<file path="src/rtl/baud_rate.sv">
// Baud-rate strobe generator: Rxclk_en at OVERSAMPLE x baud, Txclk_en at 1 x baud, both on clk_50m.
// Optional macro BAUD_TX_LOCK_EN derives Txclk_en from every OVERSAMPLE-th receiver strobe.
module baud_rate #(
    parameter int CLK_FREQ   = 50_000_000,
    parameter int BAUD       = 115200,
    parameter int OVERSAMPLE = 16
) (
    input  logic clk_50m,
    input  logic rst_n,
    output logic Rxclk_en,
    output logic Txclk_en
);

    localparam int RX_MAX = CLK_FREQ / (BAUD * OVERSAMPLE);
    localparam int TX_MAX = CLK_FREQ / BAUD;
    localparam int RX_W   = (RX_MAX > 1) ? $clog2(RX_MAX) : 1;
    localparam int TX_W   = (TX_MAX > 1) ? $clog2(TX_MAX) : 1;

    localparam logic [RX_W-1:0] RX_LAST = RX_W'(RX_MAX - 1);

    if (RX_MAX < 2) begin : g_bad_rx_max
        $error("baud_rate: RX_MAX must be >= 2");
    end
    if (TX_MAX < 2) begin : g_bad_tx_max
        $error("baud_rate: TX_MAX must be >= 2");
    end

    logic [RX_W-1:0] rx_cnt;
    logic            rx_wrap;

    assign rx_wrap = (rx_cnt == RX_LAST);

    always_ff @(posedge clk_50m or negedge rst_n) begin
        if (!rst_n) begin
            rx_cnt   <= '0;
            Rxclk_en <= 1'b0;
        end else if (rx_wrap) begin
            rx_cnt   <= '0;
            Rxclk_en <= 1'b1;
        end else begin
            rx_cnt   <= rx_cnt + RX_W'(1);
            Rxclk_en <= 1'b0;
        end
    end

`ifdef BAUD_TX_LOCK_EN
    localparam int OS_W = (OVERSAMPLE > 1) ? $clog2(OVERSAMPLE) : 1;
    localparam logic [OS_W-1:0] OS_LAST = OS_W'(OVERSAMPLE - 1);

    logic [OS_W-1:0] os_cnt;

    // Counts receiver wraps so the Tx strobe lands on every OVERSAMPLE-th Rx strobe.
    always_ff @(posedge clk_50m or negedge rst_n) begin
        if (!rst_n) begin
            os_cnt   <= '0;
            Txclk_en <= 1'b0;
        end else begin
            Txclk_en <= 1'b0;
            if (rx_wrap) begin
                if (os_cnt == OS_LAST) begin
                    os_cnt   <= '0;
                    Txclk_en <= 1'b1;
                end else begin
                    os_cnt <= os_cnt + OS_W'(1);
                end
            end
        end
    end
`else
    localparam logic [TX_W-1:0] TX_LAST = TX_W'(TX_MAX - 1);

    logic [TX_W-1:0] tx_cnt;

    always_ff @(posedge clk_50m or negedge rst_n) begin
        if (!rst_n) begin
            tx_cnt   <= '0;
            Txclk_en <= 1'b0;
        end else if (tx_cnt == TX_LAST) begin
            tx_cnt   <= '0;
            Txclk_en <= 1'b1;
        end else begin
            tx_cnt   <= tx_cnt + TX_W'(1);
            Txclk_en <= 1'b0;
        end
    end
`endif

endmodule

</file>
<file path="config.mk">
export PLATFORM = sky130hd
export DESIGN_NAME = baud_rate
export DESIGN_NICKNAME = d
export VERILOG_FILES = /design/src/rtl/baud_rate.sv
export SDC_FILE = /design/constraint.sdc
export NUM_CORES = 1
export LEC_CHECK = 0
export ABC_CLOCK_PERIOD_IN_PS = 2660
export CAP_MARGIN = 20
export CORE_AREA = 5 5 42 44
export CTS_BUF_LIST = sky130_fd_sc_hd__clkbuf_2 sky130_fd_sc_hd__clkbuf_4 sky130_fd_sc_hd__clkbuf_8
export DETAILED_ROUTE_END_ITERATION = 10
export DIE_AREA = 0 0 47 49
export HOLD_SLACK_MARGIN = 0.05
export PLACE_DENSITY = 0.85
export SLEW_MARGIN = 20
export SYNTH_ARGS = -nofsm -noshare
export SYNTH_HDL_FRONTEND = slang
export SYNTH_SLANG_ARGS = --single-unit
</file>
<file path="constraint.sdc">
create_clock -name clk_50m -period 2.66 [get_ports clk_50m]
set_input_delay 0.266 -clock clk_50m [delete_from_list [all_inputs] [get_ports clk_50m]]
set_output_delay 0.266 -clock clk_50m [all_outputs]
set_load 0.03 [all_outputs]
</file>
==> results.txt, run 1 <==
----------------------------------------------------
[Outcome]
  Status ... finished, final reports clean

[GRT]
  Initial antenna violation count ... 0
  Tot GR Track Use ... 0.147
  First-pass GRT wire length ... roughly 2300 µm
  Pin count of the biggest net entering global routing ... 17
  Vias in the first global route ... 550
  Global route overflow ... 0

[Logic synthesis]
  Mean Syn Cell Area ... 11.0 µm²
  Cell area after technology mapping ... between 700 and 800 µm²
  Count of unique library cells instantiated by Yosys ... 23
  Instance count of the mapped netlist ... 69
  Count of synthesis-stage warnings from yosys ... 0
  Fraction of post-synthesis cell area in the top cell type by area ... 0.528
  Leading cell types by total area after synthesis ... dfrtp_1 53%, ha_1 6.6%, nand3_1 4.6%, xnor2_1 4.6%, nor2_1 4.5%
  Register bit count reported by yosys ... 16
  Syn Nets ... 75
  Yosys top cell by area ... dfrtp_1
  Sequential cell area fraction in the yosys report ... 0.528

[Route]
  Vias after detailed routing ... 529
  Number of routed nets with antenna violations ... 0
  Routed wirelength normalized by instance count ... 14.5 µm
  Vias per inst ... 5.81
  Initial drt markers ... 6
  Drt first pass iters ... 4
  Number of DRC violations after detailed routing ... 0
  Total wirelength of the detailed-routed design ... 1320 µm

[Setup path]
  Top Family by Delay on Critical Path ... buffers and inverters
  Data arrival time of the critical path ... 1.29 ns
  Maximum fanout along the worst path ... 1
  Crit path capture type ... output pin
  Highest-delay cell along the critical path ... clkdlybuf4s50_1
  Reg-to-reg slack, setup ... 1.17 ns
  CP max stage delay ... 0.67 ns
  Buffers and inverters on the worst path ... 1
  CP Class ... register to output pin
  Crit path cell chain ... clkdlybuf4s50_1
  CP Launch Type ... register
  CP Data Required Time ... between 2 and 2.5 ns

[Clock tree]
  # H-tree levels ... 1
  Clock latency at the later pin of the worst-skew pair ... 0.29 ns
  Post-CTS Hold Buffers ... 0
  Clock-pin transition on the worst setup and hold timing paths ... 0.09 ns
  Clk sinks ... 16
  Clock tree root driver cell ... clkbuf_4
  Post-cts repair resize count ... 0
  TritonCTS clock tree ... done
  Maximum clock path buffer count ... 2
  Clock buffer count from CTS ... 3
  Number of post-CTS setup repair buffers ... 0

[Power and ir drop]
  Reg power frac ... 0.591
  Leak Pwr ... 0.354 nW
  Switching power summed over all nets ... 0.0000832 W
  Part of the total power dissipated in combinational logic ... 0.014
  Maximum resistive drop on vdd ... around 0.35 mV
  Pwr dens ... 489 nW/µm²
  Share of power burned in the clock network ... 0.395
  Total power draw ... 0.000411 W
  Int Pwr ... between 0.0003 and 0.0004 W
  Switching share of total power ... 0.203

[Finish]
  Antenna fix cells ... 0
  Commonest cells after routing, fill and taps aside ... 16 x dfrtp_1, 9 x nor2_1, 7 x nand3_1
  Number of nets at the end of the flow ... 82
  Final-layout fill cell count ... about 120
  Area growth from synthesis to final layout ... 10.9%
  Share of post-route cells with drive strength above 1 ... 0.107
  Most frequent standard cell in the layout excluding fill and tap cells ... dfrtp_1

[Timing]
  Final critical path time including I/O delays and setup ... 1.56 ns
  Maximum clock skew at final layout ... about 0.00079 ns
  Top achievable clock speed ... approximately 0.64 GHz
  Final max-slew violation count ... 0
  Max-slew headroom at the worst pin ... 0.539
  Worst-Margin Slew ... 0.689 ns
  Final Cycle Share ... 0.585
  Sum Neg Setup Slack ... 0 ns
  RSZ-0062 raised after global routing ... no
  Count of endpoints failing hold in the final timing report ... 0
  Setup Viol. Count Final ... 0

[Die]
  Die Height ... 49 µm
  Initial Utilization ... 0.541
  Placement Rows ... 14
  Total die area ... 2300 µm²
  Horizontal die dimension ... 47 µm
  Ports ... 4
  Core outline area ... about 1400 µm²

[Run]
  Max-capacitance violation count ... 0

[Placed design]
  Routability congestion estimate ... 0.835
  Number of I/O port buffers ... 3
  Post-detail-place hpwl ... 1030 µm

[Hold path]
  Min-Delay Path Class ... input port to asynchronous set/reset pin

----------------------------------------------------
[power by group through the flow]
| stage | combinational (W) | sequential (W) | clock [W] |
|---|---|---|---|
| finish | 0.00000566 | 0.000243 | 0.000162 |
| global route | 0.00000713 | 0.000243 | 0.000182 |
| CTS | 0.00000612 | 0.000243 | 0.000168 |
| detailed placement | 0.00000614 | 0.000248 | 0 |
| global placement | 0.00000589 | 0.000248 | 0 |
| floorplan | 0.000000000129 | 0.000248 | 0 |
[registers in the layout, summed over array words and instances, names as in the netlist]
name      count
Rxclk_en      1
Txclk_en      1
rx_cnt        5
tx_cnt        9
[worst paths after layout]
kind / cells past startpoint / to / start
min in group clk_50m: 1 / rx_cnt[0]$_DFF_PN0_ / rx_cnt[0]$_DFF_PN0_
max: 1 / Rxclk_en / Rxclk_en$_DFF_PN0_
max reg2reg: 3 / tx_cnt[4]$_DFF_PN0_ / tx_cnt[3]$_DFF_PN0_
max in group asynchronous: 1 / Txclk_en$_DFF_PN0_ / rst_n
min reg2reg: 1 / rx_cnt[0]$_DFF_PN0_ / rx_cnt[0]$_DFF_PN0_
min: 1 / tx_cnt[8]$_DFF_PN0_ / rst_n
[layout make-up]
class                      instances  area, µm²  area share
tap                               16       20.0      0.0238
timing repair buffer               3       30.0      0.0357
inverter                           6       22.5      0.0268
clock buffer                       4       36.3      0.0432
multi-input combinational         46        332       0.394
sequential                        16        400       0.476
[layer usage]
metal  vias to the layer above  part of all wire  GRT usage
li1                        251                 -          -
met1                       254              0.42      0.174
met2                        16              0.48      0.195
met3                         8             0.043     0.0369
met4                         0             0.064      0.161
met5                         -                 0          0
[kinds of logic after synthesis]
| logic type | Yosys count | synth area share |
|---|---|---|
| XOR/XNOR | 6 | 0.0693 |
| buffers and inverters | 7 | 0.0346 |
| adder cells (fa/ha/maj) | 4 | 0.0660 |
| flip-flops | 16 | 0.528 |
| AO/OA/AOI/OAI | 6 | 0.0677 |
| AND/OR/NAND/NOR | 30 | 0.234 |
[cell usage after synthesis]
| library cell | instances |
|---|---|
| or4b_4 | 1 |
| nand4_1 | 2 |
| nor2_1 | 9 |
| nor3_4 | 1 |
| dfrtp_1 | 16 |
| nand2_1 | 3 |
| clkbuf_1 | 1 |
| nand3_1 | 7 |
| xor2_1 | 2 |
| inv_1 | 6 |
| o221ai_1 | 1 |
| nand2b_1 | 1 |
| xnor2_1 | 4 |
| and4b_1 | 1 |
| a22o_1 | 1 |
| or3_1 | 1 |
| o211ai_1 | 1 |
| and4_2 | 1 |
| o21ai_0 | 2 |
| o311ai_2 | 1 |
| ha_1 | 4 |
| or4_1 | 1 |
| nand3b_1 | 2 |
[per-stage QoR]
step	utilization	cell area, µm²	setup WS [ns]	hold WS (ns)	cells
after CTS	0.600	841	1.08	0.403	91
after global routing	0.600	841	1.05	0.453	91
after detailed placement	0.574	805	1.16	0.495	87
after floorplan	-	758	1.26	-0.0296	69
after global placement	0.574	805	1.23	0.470	87
final	0.600	841	1.10	0.382	91
Note: power is estimated with default switching activity, not from simulation.
==> run 2, diff against run 1 <==
--- a/config.mk
+++ b/config.mk
@@ -5,7 +5,7 @@
 export SDC_FILE = /design/constraint.sdc
 export NUM_CORES = 1
 export LEC_CHECK = 0
-export ABC_CLOCK_PERIOD_IN_PS = 2660
+export ABC_CLOCK_PERIOD_IN_PS = 1520
 export CAP_MARGIN = 20
 export CORE_AREA = 5 5 42 44
 export CTS_BUF_LIST = sky130_fd_sc_hd__clkbuf_2 sky130_fd_sc_hd__clkbuf_4 sky130_fd_sc_hd__clkbuf_8
==> constraint.sdc (replaced) <==
create_clock -name clk_50m -period 1.52 [get_ports clk_50m]
set_input_delay 0.152 -clock clk_50m [delete_from_list [all_inputs] [get_ports clk_50m]]
set_output_delay 0.152 -clock clk_50m [all_outputs]
set_load 0.03 [all_outputs]
==> results.txt, run 2 (synthesis results as in run 1) <==
----------------------------------------------------
[Outcome]
  Status ... finished, final reports clean

[Timing]
  Max-slew headroom at the worst pin ... 0.786 (+0.247)
  Sum Neg Setup Slack ... 0 ns (unchanged)
  Count of endpoints failing hold in the final timing report ... 0 (unchanged)
  Top achievable clock speed ... 0.681 GHz
  RSZ-0062 raised after global routing ... no
  Worst-Margin Slew ... 0.320 ns (-0.369 ns)
  Maximum clock skew at final layout ... 0.00868 ns (+0.00790 ns)
  Final critical path time including I/O delays and setup ... 1.47 ns
  Final max-slew violation count ... 0 (unchanged)
  Setup Viol. Count Final ... 0 (unchanged)
  Setup ws final ... 0.0515 ns (-1.05 ns)
  Final Cycle Share ... 0.966

[Route]
  Number of DRC violations after detailed routing ... 0 (unchanged)
  Vias after detailed routing ... 518 (-2.1%)
  Routed wirelength normalized by instance count ... 13.6 µm (-6.4%)
  Drt first pass iters ... 2 (-2)
  Total wirelength of the detailed-routed design ... 1280 µm (-3.3%)
  Initial drt markers ... 4 (-2)
  Vias per inst ... 5.51 (-5.2%)
  Number of routed nets with antenna violations ... 0 (unchanged)

[Placed design]
  Number of instances in the placed design ... 90 (+3.4%)
  Pre-CTS WS ... 0.0773 ns (-1.08 ns)
  Number of I/O port buffers ... 3 (unchanged)
  DP Area ... 827 µm² (+2.8%)
  Routability congestion estimate ... 0.841 (+0.65%)
  Post-detail-place hpwl ... 960 µm (-6.5%)

[Die]
  Total die area ... 2300 µm² (unchanged)
  Initial Utilization ... 0.541 (unchanged)
  Die Height ... 49 µm (unchanged)
  Ports ... 4 (unchanged)
  Placement Rows ... 14 (unchanged)
  Horizontal die dimension ... 47 µm (unchanged)
  Core outline area ... 1400 µm² (unchanged)

[Power and ir drop]
  Maximum resistive drop on vdd ... 0.682 mV (+97%)
  Leak Pwr ... 0.369 nW (+4.4%)
  Total power draw ... 0.000721 W (+75%)
  Pwr dens ... 835 nW/µm² (+71%)

[Finish]
  Most frequent standard cell in the layout excluding fill and tap cells ... dfrtp_1
  Max reg flops ... 9 (unchanged)
  Commonest cells after routing, fill and taps aside ... 16 x dfrtp_1, 9 x nor2_1, 7 x nand3_1
  Number of nets at the end of the flow ... 85 (+3.7%)
  Largest registers ranked by flip-flop count ... tx_cnt x9, rx_cnt x5
  Area growth from synthesis to final layout ... 13.9%
  Final design area excluding fillers ... 863 µm² (+2.7%)
  Register bank with the most flops ... tx_cnt
  Antenna fix cells ... 0 (unchanged)
  Non-filler instance count after layout ... 94 (+3.3%)
  Share of post-route cells with drive strength above 1 ... 0.141 (+0.0344)

[GRT]
  Tot GR Track Use ... 0.153 (+0.00559)
  First-pass GRT wire length ... 2490 µm (+6.8%)
  Initial antenna violation count ... 0 (unchanged)
  Global route overflow ... 0 (unchanged)
  Pin count of the biggest net entering global routing ... 17 (unchanged)
  Vias in the first global route ... 560 (+1.8%)

[Clock tree]
  Number of post-CTS setup repair buffers ... 0 (unchanged)
  Maximum clock path buffer count ... 2 (unchanged)
  Post-CTS Hold Buffers ... 0 (unchanged)
  Post-cts repair resize count ... 0 (unchanged)
  TritonCTS clock tree ... done
  Clk sinks ... 16 (unchanged)
  Clock latency at the later pin of the worst-skew pair ... 0.29 ns (about the same)
  # H-tree levels ... 1 (unchanged)
  Clock buffer count from CTS ... 3 (unchanged)
  Clock tree root driver cell ... clkbuf_4
  Clock-pin transition on the worst setup and hold timing paths ... 0.10 ns (about the same)

[Setup path]
  Crit path cell chain ... clkdlybuf4s50_1
  Buffers and inverters on the worst path ... 1 (unchanged)
  Maximum fanout along the worst path ... 1 (unchanged)
  Highest-delay cell along the critical path ... clkdlybuf4s50_1
  CP max stage delay ... 0.68 ns (about the same)
  Crit path from ... Rxclk_en$_DFF_PN0_
  CP Class ... register to output pin
  Crit path capture type ... output pin
  CP Data Required Time ... 1.37 ns (-1.02 ns)
  CP Launch Type ... register
  Reg-to-reg slack, setup ... 0.10 ns (-1.07 ns)
  Critical R2R Launch ... tx_cnt[2]$_DFF_PN0_
  Top Family by Delay on Critical Path ... buffers and inverters
  Data arrival time of the critical path ... 1.32 ns (+0.03 ns)

[Hold path]
  Min-Delay Path Class ... input port to asynchronous set/reset pin

[Run]
  Max-capacitance violation count ... 0 (unchanged)

----------------------------------------------------
==> run 2: cell count changes in the layout (fill, tap and decap cells not counted), sizes merged <==
cell,previous run,this run
buf,0,3
==> run 2: cell type report <==
type	count	area, µm²
Inverter	6	22.5
Clock buffer	4	36.3
Multi-Input combinational cell	46	332
Tap cell	16	20.0
Sequential cell	16	400
Timing Repair Buffer	6	52.6
Fill cell	105	538
==> run 2: path summary, 6_finish.rpt <==
kind / to / depth (start not counted)
max: Rxclk_en / 1
min: tx_cnt[5]$_DFF_PN0_ / 2
max reg2reg: tx_cnt[2]$_DFF_PN0_ / 3
min reg2reg: rx_cnt[0]$_DFF_PN0_ / 1
max in group asynchronous: tx_cnt[2]$_DFF_PN0_ / 2
min in group clk_50m: rx_cnt[0]$_DFF_PN0_ / 1
==> run 2: power by group <==
group	switching, W	internal, W
clock network	0.000137	0.000146
logic	0.00000796	0.00000395
registers	0	0.000425
==> run 2: stage by stage <==
stage | utilization | hold slack, ns
detailed placement | 0.590 | 0.482
global placement | 0.590 | 0.468
floorplan | - | -0.144
finish | 0.616 | 0.165
global route | 0.616 | 0.187
CTS | 0.616 | 0.175
==> run 2: metal layers <==
metal | GRT usage | routed length (µm)
met5 | 0 | 0
met4 | 0.111 | 52
met3 | 0.0332 | 40
met2 | 0.213 | 596
met1 | 0.201 | 585
==> run 3, diff against run 2 <==
--- a/config.mk
+++ b/config.mk
@@ -9,6 +9,7 @@
 export CAP_MARGIN = 20
 export CORE_AREA = 5 5 42 44
 export CTS_BUF_LIST = sky130_fd_sc_hd__clkbuf_2 sky130_fd_sc_hd__clkbuf_4 sky130_fd_sc_hd__clkbuf_8
+export CTS_CLUSTER_SIZE = 25
 export DETAILED_ROUTE_END_ITERATION = 10
 export DIE_AREA = 0 0 47 49
 export HOLD_SLACK_MARGIN = 0.05
==> results of run 3 <==
Same layout as run 2: the final DEF is identical, and so are final timing and power.
